`src/rtl/param_univ_shift_sequencer_if.sv`:
```
// Interface bundling the request/response signals of param_univ_shift_sequencer.
// The slave modport is the register side, the master modport is the controller side.
interface param_univ_shift_sequencer_if #(
  parameter int WIDTH = 8,
  parameter int AW    = $clog2(WIDTH) + 1
);
  logic             start;
  logic [2:0]       op;
  logic [AW-1:0]    amt;
  logic             msb_in;
  logic             lsb_in;
  logic [WIDTH-1:0] d;
  logic [WIDTH-1:0] q;
  logic             busy;
  logic             done;
  logic             ser_out_msb;
  logic             ser_out_lsb;

  modport slave (
    input  start, op, amt, msb_in, lsb_in, d,
    output q, busy, done, ser_out_msb, ser_out_lsb
  );

  modport master (
    output start, op, amt, msb_in, lsb_in, d,
    input  q, busy, done, ser_out_msb, ser_out_lsb
  );
endinterface

```
`src/rtl/param_univ_shift_sequencer.sv`:
```
// Parametrised universal shift register with a multi-bit shift sequencer.
// Ops: 000 HOLD, 001 SHR, 010 SHL, 011 LOAD, 100 ROR, 101 ROL, 110 ASR, 111 CLEAR.
// Build option USR_BARREL_EN: when defined, every shift/rotate completes on the
// accept edge through a combinational barrel shifter (busy stays 0); when
// undefined, shifts iterate one bit per clock edge.
module param_univ_shift_sequencer #(
  parameter int WIDTH = 8,
  parameter int AW    = $clog2(WIDTH) + 1
) (
  input  logic                          clk,
  input  logic                          reset,
  param_univ_shift_sequencer_if.slave   bus
);

  localparam logic [2:0] OP_HOLD  = 3'b000;
  localparam logic [2:0] OP_SHR   = 3'b001;
  localparam logic [2:0] OP_SHL   = 3'b010;
  localparam logic [2:0] OP_LOAD  = 3'b011;
  localparam logic [2:0] OP_ROR   = 3'b100;
  localparam logic [2:0] OP_ROL   = 3'b101;
  localparam logic [2:0] OP_ASR   = 3'b110;
  localparam logic [2:0] OP_CLEAR = 3'b111;

  typedef enum logic [0:0] {
    S_IDLE  = 1'b0,
    S_SHIFT = 1'b1
  } state_e;

  state_e           state_q, state_d;
  logic [WIDTH-1:0] q_q, q_d;
  logic             busy_q, busy_d;
  logic             done_q, done_d;
  logic [AW-1:0]    cnt_q, cnt_d;
  logic [2:0]       op_q, op_d;
  logic             msb_q, msb_d;
  logic             lsb_q, lsb_d;

  // One 1-bit step of a shift/rotate; non-shift ops leave the value unchanged.
  function automatic logic [WIDTH-1:0] step1(input logic [2:0] op,
                                             input logic [WIDTH-1:0] v,
                                             input logic msb,
                                             input logic lsb);
    case (op)
      OP_SHR:  step1 = {msb, v[WIDTH-1:1]};
      OP_SHL:  step1 = {v[WIDTH-2:0], lsb};
      OP_ROR:  step1 = {v[0], v[WIDTH-1:1]};
      OP_ROL:  step1 = {v[WIDTH-2:0], v[WIDTH-1]};
      OP_ASR:  step1 = {v[WIDTH-1], v[WIDTH-1:1]};
      default: step1 = v;
    endcase
  endfunction

`ifdef USR_BARREL_EN
  localparam logic [AW-1:0] AMT_W = AW'(WIDTH);

  // Full-amount shift in one shot; saturates fills for amt >= WIDTH so the
  // result equals amt repeated 1-bit steps, and rotates by amt mod WIDTH.
  function automatic logic [WIDTH-1:0] barrel(input logic [2:0] op,
                                              input logic [WIDTH-1:0] v,
                                              input logic [AW-1:0] amt,
                                              input logic msb,
                                              input logic lsb);
    logic [2*WIDTH-1:0] ext;
    logic [AW-1:0]      rot;
    logic               sat;
    sat    = (amt >= AMT_W);
    rot    = amt % AMT_W;
    ext    = '0;
    barrel = v;
    case (op)
      OP_SHR: begin
        ext    = {{WIDTH{msb}}, v} >> amt;
        barrel = sat ? {WIDTH{msb}} : ext[WIDTH-1:0];
      end
      OP_SHL: begin
        ext    = {v, {WIDTH{lsb}}} << amt;
        barrel = sat ? {WIDTH{lsb}} : ext[2*WIDTH-1:WIDTH];
      end
      OP_ROR: begin
        ext    = {v, v} >> rot;
        barrel = ext[WIDTH-1:0];
      end
      OP_ROL: begin
        ext    = {v, v} << rot;
        barrel = ext[2*WIDTH-1:WIDTH];
      end
      OP_ASR: begin
        ext    = {{WIDTH{v[WIDTH-1]}}, v} >> amt;
        barrel = sat ? {WIDTH{v[WIDTH-1]}} : ext[WIDTH-1:0];
      end
      default: barrel = v;
    endcase
  endfunction
`endif

  // Next-state and datapath decode for the IDLE/SHIFT sequencer.
  always_comb begin
    state_d = state_q;
    q_d     = q_q;
    busy_d  = busy_q;
    done_d  = 1'b0;
    cnt_d   = cnt_q;
    op_d    = op_q;
    msb_d   = msb_q;
    lsb_d   = lsb_q;
    case (state_q)
      S_IDLE: begin
        if (bus.start) begin
          op_d  = bus.op;
          msb_d = bus.msb_in;
          lsb_d = bus.lsb_in;
          case (bus.op)
            OP_HOLD:  done_d = 1'b1;
            OP_LOAD: begin
              q_d    = bus.d;
              done_d = 1'b1;
            end
            OP_CLEAR: begin
              q_d    = '0;
              done_d = 1'b1;
            end
            default: begin
              if (bus.amt == '0) begin
                done_d = 1'b1;
              end else begin
`ifdef USR_BARREL_EN
                q_d    = barrel(bus.op, q_q, bus.amt, bus.msb_in, bus.lsb_in);
                done_d = 1'b1;
`else
                // The accept edge already performs the first step.
                q_d = step1(bus.op, q_q, bus.msb_in, bus.lsb_in);
                if (bus.amt == AW'(1)) begin
                  done_d = 1'b1;
                end else begin
                  state_d = S_SHIFT;
                  busy_d  = 1'b1;
                  cnt_d   = bus.amt - AW'(1);
                end
`endif
              end
            end
          endcase
        end else begin
          done_d = 1'b0;
        end
      end
      S_SHIFT: begin
        // start is ignored here; the latched op drives every step.
        q_d = step1(op_q, q_q, msb_q, lsb_q);
        if (cnt_q == AW'(1)) begin
          state_d = S_IDLE;
          busy_d  = 1'b0;
          done_d  = 1'b1;
          cnt_d   = '0;
        end else begin
          cnt_d = cnt_q - AW'(1);
        end
      end
      default: begin
        state_d = S_IDLE;
        busy_d  = 1'b0;
        cnt_d   = '0;
      end
    endcase
  end

  // State and output registers; reset aborts any op in flight.
  always_ff @(posedge clk or posedge reset) begin
    if (reset) begin
      state_q <= S_IDLE;
      q_q     <= '0;
      busy_q  <= 1'b0;
      done_q  <= 1'b0;
      cnt_q   <= '0;
      op_q    <= 3'b000;
      msb_q   <= 1'b0;
      lsb_q   <= 1'b0;
    end else begin
      state_q <= state_d;
      q_q     <= q_d;
      busy_q  <= busy_d;
      done_q  <= done_d;
      cnt_q   <= cnt_d;
      op_q    <= op_d;
      msb_q   <= msb_d;
      lsb_q   <= lsb_d;
    end
  end

  assign bus.q           = q_q;
  assign bus.busy        = busy_q;
  assign bus.done        = done_q;
  assign bus.ser_out_msb = q_q[WIDTH-1];
  assign bus.ser_out_lsb = q_q[0];

endmodule

```
`src/flat_wrapper.sv`:
```
// flat-port wrapper written by rule: the top's interface ports become plain ports
module param_univ_shift_sequencer_flat 
#(
  parameter int WIDTH = 8,
  parameter int AW    = $clog2(WIDTH) + 1
)
  (clk, reset, bus_start, bus_op, bus_amt, bus_msb_in, bus_lsb_in, bus_d, bus_q, bus_busy, bus_done, bus_ser_out_msb, bus_ser_out_lsb);
  param_univ_shift_sequencer_if #(.WIDTH(WIDTH), .AW(AW)) bus_i ();
  input  logic clk;
  input  logic reset;
  input wire logic [$bits(bus_i.start)-1:0] bus_start;
  input wire logic [$bits(bus_i.op)-1:0] bus_op;
  input wire logic [$bits(bus_i.amt)-1:0] bus_amt;
  input wire logic [$bits(bus_i.msb_in)-1:0] bus_msb_in;
  input wire logic [$bits(bus_i.lsb_in)-1:0] bus_lsb_in;
  input wire logic [$bits(bus_i.d)-1:0] bus_d;
  output wire logic [$bits(bus_i.q)-1:0] bus_q;
  output wire logic [$bits(bus_i.busy)-1:0] bus_busy;
  output wire logic [$bits(bus_i.done)-1:0] bus_done;
  output wire logic [$bits(bus_i.ser_out_msb)-1:0] bus_ser_out_msb;
  output wire logic [$bits(bus_i.ser_out_lsb)-1:0] bus_ser_out_lsb;
  assign bus_i.start = bus_start;
  assign bus_i.op = bus_op;
  assign bus_i.amt = bus_amt;
  assign bus_i.msb_in = bus_msb_in;
  assign bus_i.lsb_in = bus_lsb_in;
  assign bus_i.d = bus_d;
  assign bus_q = bus_i.q;
  assign bus_busy = bus_i.busy;
  assign bus_done = bus_i.done;
  assign bus_ser_out_msb = bus_i.ser_out_msb;
  assign bus_ser_out_lsb = bus_i.ser_out_lsb;
  param_univ_shift_sequencer #(.WIDTH(WIDTH), .AW(AW)) u_core (.clk(clk), .reset(reset), .bus(bus_i));
endmodule
```
`config.mk`:
```
export PLATFORM = sky130hd
export DESIGN_NAME = param_univ_shift_sequencer_flat
export DESIGN_NICKNAME = d
export VERILOG_FILES = /design/src/rtl/param_univ_shift_sequencer_if.sv /design/src/rtl/param_univ_shift_sequencer.sv /design/src/flat_wrapper.sv
export SDC_FILE = /design/constraint.sdc
export NUM_CORES = 1
export LEC_CHECK = 0
export BUFFER_PORTS_ARGS = -buffer_cell sky130_fd_sc_hd__buf_2
export CELL_PAD_IN_SITES_DETAIL_PLACEMENT = 1
export CELL_PAD_IN_SITES_GLOBAL_PLACEMENT = 1
export CORE_ASPECT_RATIO = 0.6
export CORE_MARGIN = 5
export CORE_UTILIZATION = 43
export CTS_BUF_LIST = sky130_fd_sc_hd__clkbuf_2
export CTS_CLUSTER_SIZE = 14
export DETAILED_ROUTE_END_ITERATION = 16
export MAX_ROUTING_LAYER = met4
export PLACE_DENSITY_LB_ADDON = 0.15
export SLEW_MARGIN = 25
export SYNTH_ARGS = -nofsm -noshare
export SYNTH_HDL_FRONTEND = slang
export SYNTH_SLANG_ARGS = --single-unit
```
`constraint.sdc`:
```
create_clock -name clk -period 1.8 [get_ports clk]
set_input_delay 0.18 -clock clk [delete_from_list [all_inputs] [get_ports clk]]
set_output_delay 0.18 -clock clk [all_outputs]
set_load 0.005 [all_outputs]
```
==> results.yml <==
status:
  status: "complete, no violations"
timing:
  hold_viol: 0
  rsz0062_at_grt: "false"
  finalMaxSlewViolations: 0
  tns_ns: 0
  setup_violations: 0
  slew_headroom_pct: 67.1
  tightestPinTransition_ns: 0.493
  fin_crit_sh_pct: 94.2
  max_freq_ghz: 0.590
  whs_ns: 0.0281
  skew_ns: 0.0179
  period_needed_ns: 1.70
cells_and_area:
  drive_above_1_share_pct: 27.4
  antenna_cells: 0
  area_growth_pct: 15.6
  fin_util_pct: 50.5
  layout.nets: 259
  final_cells: 284
grt:
  antenna_found_initial: 0
  grt_pass1_vias: 1752
  grt_max_degree: 28
  grtUsageTotal_pct: 22.6
  overflow: 0
  grt_pass1_wl_um: 9320
power_and_ir_drop:
  ir_drop_mv: 0.626
  total_power_mw: 3.27
  p_leak_nw: 0.931
  p_per_area_nw_per_um2: 1620
placement:
  io_buffers: 31
  placed_cells_incl_taps: 279
  gp_congestion: 0.943
  hpwlAfterDp_um: 4450
logic_synthesis:
  ys_top_cells_by_count: "nand2_1, dfrtp_1, inv_1, o21ai_0, o31ai_1"
  synth_top_family_by_area: "compound AO/OA/AOI/OAI gates"
  yosysTopAreaCell: "dfrtp_1"
  synth_area_leaders: "dfrtp_1, nand2_1, a221oi_1"
  synth_mux_area_share_pct: 3.00
  ys_seq_area_share_pct: 28.6
  synth_xor_area_share_pct: 2.00
  syn_nets: 224
  synth_simple_gate_area_share_pct: 24.5
  ys_types: 52
  synth_edf_count: 0
  yosys_warnings: 0
  synthMostInstantiatedCell: "nand2_1"
  synthAdderAreaFrac_pct: 2.86
  synth_area_um2: 1750
  postSynthAreaPerCell_um2: 8.75
  ys_async_sr_fraction_pct: 100
  synth_top_flop_cell: "dfrtp_1"
  synth-compound-area-share_pct: 29.5
  postSynthCellCount: 200
  synth_top_area_share_pct: 28.6
  ys_seq_elements: 20
clock_tree:
  h-tree-depth: 1
  clk_latency_ns: 0.34
  cts.sink_count: 20
  tritoncts: "done"
  cts_root_buf: "clkbuf_2"
  clk_pin_slew_ns: 0.23
  cts.path.max_buffers: 2
  numCtsBuffers: 3
worst_setup_path:
  crit_required_ns: 2.03
  crit_path_start_kind: "flip-flop"
  endpoint_kind: "flip-flop"
  worstPathArrival_ns: 1.93
  critical_path.max_fanout: 11
  crit_type: "flip-flop to flip-flop"
  crit_path_max_incr_delay_ns: 0.68
  crit_chain: "nand2b_4 > or4_1 > nand3_1 > o31ai_1"
  crit_slowest_cell: "or4_1"
  r2r_slack_ns: 0.10
drt:
  wirelength_um: 5730
  drt_iter0_drc: 80
  drc: 0
  vias: 1755
  route.met3.wl_um: 310
  route.met2.wl_um: 2380
  routedWlPerCell_um: 20.2
  wl_met1_um: 3010
  avgViaCountPerCell: 6.18
  routed.top_layer: "met4"
  drtAntennaViolNets: 0
  drtPass1Iterations: 4
floorplan:
  ioPinCount: 32
  dieArea_um2: 5490
  initial_utilization_pct: 43.7
  die_h_um: 59.4
  fp.coreArea_um2: 4010
  die_w_um: 92.4
  rows: 18
min_path:
  hp-class: "input pin to flip-flop"
flow_run:
  max_cap_violations: 0
## critical path: cells and delay by family, from the launching register on
family,cells,cell delay (ns)
AND/OR/NAND/NOR,3,1.06
flip-flops,1,0.44
AO/OA/AOI/OAI,1,0.09
## per-stage QoR
stage | setup WS, ns | instance area (µm²)
6_report | 0.104 | 2020
5_1_grt | 0.0201 | 2020
4_1_cts | 0.0643 | 2020
3_5_place_dp | -0.100 | 1970
3_3_place_gp | -0.00170 | 1970
2_1_floorplan | 0.184 | 1750
## worst paths after layout
check / start / cells after the start / end
worst min-delay path: bus_lsb_in / 3 / u_core.lsb_q$_DFFE_PP0P_
worst max register to register: u_core.state_q$_DFF_PP0_ / 4 / u_core.bus.q[4]$_DFFE_PP0P_
max in group asynchronous: reset / 4 / u_core.bus.q[0]$_DFFE_PP0P_
worst max-delay path: u_core.state_q$_DFF_PP0_ / 4 / u_core.bus.q[4]$_DFFE_PP0P_
worst min register to register: u_core.bus.busy$_DFFE_PP0P_ / 2 / u_core.bus.busy$_DFFE_PP0P_
min in group asynchronous: reset / 4 / u_core.cnt_q[1]$_DFFE_PP0P_
## layer usage
metal	GRT usage (%)	up-vias
li1	-	823
met1	34.1	875
met2	32.2	55
met3	3.55	2
met4	3.59	0
met5	-	-
## registers in the layout (all words and copies together) (netlist names)
register / cells
u_core.cnt_q: 4
u_core.msb_q: 1
u_core.bus.done: 1
u_core.bus.q: 8
u_core.state_q: 1
u_core.lsb_q: 1
u_core.bus.busy: 1
u_core.op_q: 3
## power by group
part / internal [mW] / leakage [nW] / switching [mW]
clock network: 0.191 / 0.0266 / 0.161
logic: 0.865 / 0.663 / 1.04
registers: 0.677 / 0.241 / 0.341
## cells in the final DEF (no fill, tap or decap), drive strengths merged, types with 2 or more instances in the layout
cell type / count
nor3b: 2
xnor2: 4
mux2i: 3
nor2b: 4
a31oi: 3
a221oi: 7
o21ai: 11
inv: 14
a21o: 2
nand3: 6
a221o: 6
ha: 4
nor4b: 2
a31o: 2
dfrtp: 20
nor2: 6
nor3: 4
nand3b: 4
mux2: 2
a311oi: 2
a211oi: 3
a32o: 3
o31ai: 8
a21oi: 4
or4: 2
and3: 7
a22o: 4
clkbuf: 3
buf: 46
nand2b: 6
o22ai: 3
nand2: 22
a2111oi: 2
## logic make-up after synthesis
| logic type | count (synthesis) |
|---|---|
| adder cells (fa/ha/maj) | 4 |
| flip-flops | 20 |
| AND/OR/NAND/NOR | 70 |
| XOR/XNOR | 4 |
| buffers and inverters | 31 |
| AO/OA/AOI/OAI | 66 |
| multiplexers | 5 |
## what timing repair did
item / in CTS / in global routing
setup buffers: 0 / 0
endpoints found under the hold margin: 20 / 0
resized for setup: 0 / 1
hold buffers: 1 / 0
setup endpoints to repair: 0 / 2
## final cells by class
cell class	count	area (µm²)
Fill cell	500	1990
Multi-Input combinational cell	149	1080
Sequential cell	20	502
Timing Repair Buffer	47	278
Tap cell	50	62.6
Inverter	14	52.6
Clock inverter	1	30.0
Clock buffer	3	15.0
(Power assumes the default switching activity.)
